## src/rtl/vga_scanout_reader_if.sv

```systemverilog
// vga_scanout_reader_if: video memory read port plus VGA DAC/sync pins and blanking status.
interface vga_scanout_reader_if;
  logic [16:0] rd_addr;
  logic [2:0]  rd_data;
  logic [7:0]  vga_r;
  logic [7:0]  vga_g;
  logic [7:0]  vga_b;
  logic        vga_hs;
  logic        vga_vs;
  logic        vga_blank_n;
  logic        vga_sync_n;
  logic        vga_clk;
  logic        vblank;
  logic        frame_start;
  modport master (
    output rd_addr, vga_r, vga_g, vga_b, vga_hs, vga_vs, vga_blank_n, vga_sync_n, vga_clk, vblank, frame_start,
    input  rd_data
  );
  modport slave (
    input  rd_addr, vga_r, vga_g, vga_b, vga_hs, vga_vs, vga_blank_n, vga_sync_n, vga_clk, vblank, frame_start,
    output rd_data
  );
endinterface

```

## src/rtl/vga_scanout_reader.sv

```systemverilog
// vga_scanout_reader: 640x480@60 VGA timing that scans a 2x2-doubled 320x240x3 framebuffer out to the DAC.
module vga_scanout_reader #(
  parameter int H_VIS  = 640,
  parameter int H_FP   = 16,
  parameter int H_SYNC = 96,
  parameter int H_BP   = 48,
  parameter int V_VIS  = 480,
  parameter int V_FP   = 10,
  parameter int V_SYNC = 2,
  parameter int V_BP   = 33,
  parameter int FB_W   = 320
) (
  input logic clk,
  input logic reset,
  vga_scanout_reader_if.master bus
);
  localparam int H_TOT = H_VIS + H_FP + H_SYNC + H_BP;
  localparam int V_TOT = V_VIS + V_FP + V_SYNC + V_BP;
  logic       pix_ce;
  logic [9:0] h;
  logic [9:0] v;
  logic       h_last;
  logic       v_last;
  logic       vis;
  logic       hs_n;
  logic       vs_n;
  always_comb begin
    h_last = h == 10'(H_TOT - 1);
    v_last = v == 10'(V_TOT - 1);
    vis = h < 10'(H_VIS) && v < 10'(V_VIS);
    hs_n = !(h >= 10'(H_VIS + H_FP) && h <= 10'(H_VIS + H_FP + H_SYNC - 1));
    vs_n = !(v >= 10'(V_VIS + V_FP) && v <= 10'(V_VIS + V_FP + V_SYNC - 1));
    bus.rd_addr = 17'(v[9:1]) * 17'(FB_W) + 17'(h[9:1]);
  end
  assign bus.vga_sync_n = 1'b0;
  assign bus.vga_clk = pix_ce;
  // Address is held for both clks of a pixel, so the 1-clk RAM data is ready by the pix_ce edge.
  always_ff @(posedge clk) begin
    if (reset) begin
      pix_ce <= 1'b0;
      h <= '0;
      v <= '0;
      bus.vga_r <= '0;
      bus.vga_g <= '0;
      bus.vga_b <= '0;
      bus.vga_hs <= 1'b1;
      bus.vga_vs <= 1'b1;
      bus.vga_blank_n <= 1'b0;
      bus.vblank <= 1'b0;
      bus.frame_start <= 1'b0;
    end else begin
      pix_ce <= !pix_ce;
      bus.frame_start <= pix_ce && h_last && v == 10'(V_VIS - 1);
      if (pix_ce) begin
        h <= h_last ? '0 : h + 10'd1;
        if (h_last) v <= v_last ? '0 : v + 10'd1;
        bus.vga_r <= vis ? {8{bus.rd_data[2]}} : 8'h00;
        bus.vga_g <= vis ? {8{bus.rd_data[1]}} : 8'h00;
        bus.vga_b <= vis ? {8{bus.rd_data[0]}} : 8'h00;
        bus.vga_hs <= hs_n;
        bus.vga_vs <= vs_n;
        bus.vga_blank_n <= vis;
        bus.vblank <= v >= 10'(V_VIS);
      end
    end
  end
endmodule

```

## src/flat_wrapper.sv

```systemverilog
// flat-port wrapper written by rule: the top's interface ports become plain ports
module vga_scanout_reader_flat 
#(
  parameter int H_VIS  = 640,
  parameter int H_FP   = 16,
  parameter int H_SYNC = 96,
  parameter int H_BP   = 48,
  parameter int V_VIS  = 480,
  parameter int V_FP   = 10,
  parameter int V_SYNC = 2,
  parameter int V_BP   = 33,
  parameter int FB_W   = 320
)
  (clk, reset, bus_rd_addr, bus_vga_r, bus_vga_g, bus_vga_b, bus_vga_hs, bus_vga_vs, bus_vga_blank_n, bus_vga_sync_n, bus_vga_clk, bus_vblank, bus_frame_start, bus_rd_data);
  vga_scanout_reader_if bus_i ();
  input logic clk;
  input logic reset;
  output wire logic [$bits(bus_i.rd_addr)-1:0] bus_rd_addr;
  output wire logic [$bits(bus_i.vga_r)-1:0] bus_vga_r;
  output wire logic [$bits(bus_i.vga_g)-1:0] bus_vga_g;
  output wire logic [$bits(bus_i.vga_b)-1:0] bus_vga_b;
  output wire logic [$bits(bus_i.vga_hs)-1:0] bus_vga_hs;
  output wire logic [$bits(bus_i.vga_vs)-1:0] bus_vga_vs;
  output wire logic [$bits(bus_i.vga_blank_n)-1:0] bus_vga_blank_n;
  output wire logic [$bits(bus_i.vga_sync_n)-1:0] bus_vga_sync_n;
  output wire logic [$bits(bus_i.vga_clk)-1:0] bus_vga_clk;
  output wire logic [$bits(bus_i.vblank)-1:0] bus_vblank;
  output wire logic [$bits(bus_i.frame_start)-1:0] bus_frame_start;
  input wire logic [$bits(bus_i.rd_data)-1:0] bus_rd_data;
  assign bus_rd_addr = bus_i.rd_addr;
  assign bus_vga_r = bus_i.vga_r;
  assign bus_vga_g = bus_i.vga_g;
  assign bus_vga_b = bus_i.vga_b;
  assign bus_vga_hs = bus_i.vga_hs;
  assign bus_vga_vs = bus_i.vga_vs;
  assign bus_vga_blank_n = bus_i.vga_blank_n;
  assign bus_vga_sync_n = bus_i.vga_sync_n;
  assign bus_vga_clk = bus_i.vga_clk;
  assign bus_vblank = bus_i.vblank;
  assign bus_frame_start = bus_i.frame_start;
  assign bus_i.rd_data = bus_rd_data;
  vga_scanout_reader #(.H_VIS(H_VIS), .H_FP(H_FP), .H_SYNC(H_SYNC), .H_BP(H_BP), .V_VIS(V_VIS), .V_FP(V_FP), .V_SYNC(V_SYNC), .V_BP(V_BP), .FB_W(FB_W)) u_core (.clk(clk), .reset(reset), .bus(bus_i));
endmodule
```

## config.mk

```make
export PLATFORM = sky130hd
export DESIGN_NAME = vga_scanout_reader_flat
export DESIGN_NICKNAME = d
export VERILOG_FILES = /design/src/rtl/vga_scanout_reader_if.sv /design/src/rtl/vga_scanout_reader.sv /design/src/flat_wrapper.sv
export SDC_FILE = /design/constraint.sdc
export NUM_CORES = 1
export LEC_CHECK = 0
export BUFFER_PORTS_ARGS = -buffer_cell sky130_fd_sc_hd__buf_4
export CAP_MARGIN = 20
export CORE_MARGIN = 2
export CORE_UTILIZATION = 35
export DETAILED_ROUTE_END_ITERATION = 10
export PLACE_DENSITY = 0.7
export SETUP_SLACK_MARGIN = 0.2
export SYNTH_ARGS = -nofsm -noshare
export SYNTH_HDL_FRONTEND = slang
export SYNTH_SLANG_ARGS = --single-unit
```

## constraint.sdc

```tcl
create_clock -name clk -period 2.55 [get_ports clk]
set_input_delay 0.1275 -clock clk [delete_from_list [all_inputs] [get_ports clk]]
set_output_delay 0.1275 -clock clk [all_outputs]
set_load 0.03 [all_outputs]
```

==> results.txt <==
register bit total from synthesis = 29
P&R area growth vs syn = 32.51%
asr flop ratio synth = 0
Port Buffers = 51
I/O Pins = 53
DR iter-0 viols = 62
Crit path required time = 2.42 ns
Nets = 320
Yosys cell types = 42
DR vias = 1,741
Worst Path Max Fanout = 3
Diodes inserted = 0
min-delay worst type = input pin to flip-flop
drt pass-1 iters = 4
Core ar. = 5816 um^2
clock tree buffer depth = 2
commonest non-fill, non-tap cells in the layout = 76 x buf_4, 26 x nor2_1, 24 x dfxtp_1, 17 x xor2_1, 16 x ha_1
switching power total = 256.9 uW
Post-CTS Hold Buffers = 0
most common cell after layout, fill and taps aside = buf_4
remaining antenna violation count = 0
final hold vios = 0
Worst-Skew Late Latency = 0.28 ns
DR WL/cell = 11.60 um
CTS tree = yes
CTS H-tree lvls = 2
Initial Util = 0.3561
root buffer cell = clkbuf_8
Filler cells = 586
Num Clock Sinks = 29
Placement Setup Slack = -0.09098 ns
placer's final routability congestion estimate = 0.7950
critical path type = flip-flop to primary output
via density per instance = 4.757
Seq/Total Area, Yosys = 0.2804
CP cell instances = ha_4, ha_4, fa_2, a211oi_2, o21bai_1, a21oi_1, xor2_1, or3b_4, xnor2_4, buf_6
top_reg_cell synth = dfxtp_1
crit-path max cell delay = 0.44 ns
max_cap viols = 0
full die area = 6548 um^2
DR DRC count = 0
Sw Share = 0.2621
unrepaired setup endpoints after global routing = true
largest net degree at the start of global routing = 15
type of destination of the critical path = primary output
Fmax achieved = 357.2 MHz
LEAKAGE = 1.307 nW
status = finished with violations
Mapped Area = 2071 um^2
Yosys warnings = 0
GRT Total Usage = 0.1348
Post-Synthesis Net Count = 267
Flop pwr share = 0.484
final wirelength = 4.245 mm
critical path startpoint category = flip-flop
Final period util = 1.098
Mapped Cells = 238
cell internal pwr = 723.3 uW
Post-Syn Area per Cell = 8.701 um^2
share of layout cells above drive strength 1 = 0.3711
hold path depth = 2
number of enable flip-flop cells after synthesis = 0
failing checks = negative setup slack
row cnt = 28
Reg clk slew, reported paths = 0.06 ns
grt total ovfl = 0
Post-DP HPWL = 3.240 mm
placed cell count = 358
vias in the first global route = 1,580
Num CTS Buffers = 5
chip width = 80.92 um
first-pass GRT wire length = 6.989 mm
maximum VDD drop = 0.2962 mV
post-route setup slack = -0.2494 ns
Die H = 80.92 um
Slew Limit Fails = 0
Clk pwr share = 0.380
final cell count without fillers = 366
initial antenna violation count = 0
CP most frequent cell = ha_4
Worst Path Arrival = 2.67 ns
Combinational Power Share = 0.137
final number of setup-violating endpoints = 2
CP max-delay cell = or3b_4
min cycle time layout = 2.799 ns
Pwr Density = 357.2 nW/um^2
Final Skew = 0.003157 ns
TNS Setup = -0.3843 ns
Worst Reg-to-Reg Cells = 6
==> power groups by stage <==
| stage | clock, mW | combinational [mW] | sequential (mW) |
|---|---|---|---|
| detailed placement | 0 | 0.135 | 0.484 |
| global placement | 0 | 0.133 | 0.483 |
| floorplan | 0 | 0.0994 | 0.495 |
| global route | 0.405 | 0.144 | 0.476 |
| CTS | 0.382 | 0.135 | 0.474 |
| finish | 0.372 | 0.134 | 0.474 |
==> worst max-delay path: cells and delay by family, from the launching register on <==
kind                       cells  cell delay [ns]
AOI/OAI and AO/OA              3             0.49
DFF                            1             0.36
xor gates and xnor gates       2             0.25
buffers and inverters          1             0.15
adders and majority gates      3             0.73
and+or+nand+nor                1             0.44
==> cell families after synthesis <==
family	count (synthesis)	share of synthesized area
AOI/OAI and AO/OA	31	0.1015
xor gates and xnor gates	29	0.1227
adders and majority gates	24	0.1523
buffers and inverters	43	0.1293
DFF	29	0.2804
muxes	1	0.004834
other	1	0.001811
and+or+nand+nor	80	0.2073
==> synthesized netlist by cell type (all sizes together) (3+ instances only) <==
cell type   n  area, um^2
inv        11       41.29
o21ai       5       25.02
nand2b      3       18.77
nand4       8       56.30
xnor2      11       96.34
o21bai      3       26.27
nor3        4       20.02
dfxtp      29       580.6
a22o        3       26.28
a21oi       8       40.04
nand3      12       60.06
a21o        5       37.54
xor2       18       157.7
ha         22       275.3
and3        6       37.54
nand2       8       30.03
buf        30       219.0
nor2       28       112.6
==> flip-flops by register name, summed over array words and instances (netlist names) <==
register                flops
u_core.bus.vga_g            1
u_core.bus.vblank           1
u_core.h                   10
u_core.bus.frame_start      1
u_core.bus.vga_vs           1
u_core.bus.vga_blank_n      1
u_core.bus.vga_hs           1
u_core.bus.vga_clk          1
u_core.bus.vga_r            1
u_core.bus.vga_b            1
u_core.v                   10
==> layer usage <==
layer	up-vias	global-route usage	part of all wire	routed length, um
li1	902	-	-	-
met1	807	0.1621	0.44	1858
met2	32	0.2355	0.52	2223
met3	0	0.03778	0.038	162
met4	0	0.03559	0	0
met5	-	0	0	0
==> per-stage QoR <==
stage | hold slack, ns | power (mW) | area, um^2 | utilization
final | 0.06128 | 0.9801 | 2744 | 0.4718
after global routing | 0.05751 | 1.025 | 2744 | 0.4718
after CTS | 0.05489 | 0.9911 | 2730 | 0.4694
after detailed placement | 0.3431 | 0.6187 | 2586 | 0.4447
after global placement | 0.3380 | 0.6167 | 2586 | 0.4447
after floorplan | 0.2532 | 0.5942 | 2141 | -
==> final cells by class <==
cell class / instances / area, um^2 / share of cell area
clock buffers: 7 / 86.33 / 0.03146
inverters: 11 / 41.29 / 0.01505
multi-input cells: 166 / 1340 / 0.4884
flip-flops and latches: 29 / 589.3 / 0.2148
well taps: 75 / 93.84 / 0.03420
repair buffers: 78 / 593.1 / 0.2161
==> path summary, 6_finish.rpt <==
| path | from | endpoint | slack (ns) |
|---|---|---|---|
| worst max-delay path | u_core.v[4] | bus_rd_addr[16] | -0.25 |
| worst min-delay path | bus_rd_data[0] | u_core.bus.vga_b[6] | 0.06 |
| worst max register to register | u_core.h[5] | u_core.v[9] | 0.82 |
| worst min register to register | u_core.bus.vga_blank_n | u_core.bus.vga_blank_n | 0.45 |
==> what timing repair did <==
action,CTS,global route
pin swaps,9,3
endpoints found under the setup margin,5,6
setup buffers,1,0
resized for setup,9,3
No activity file was read; power rests on OpenSTA's default activity.
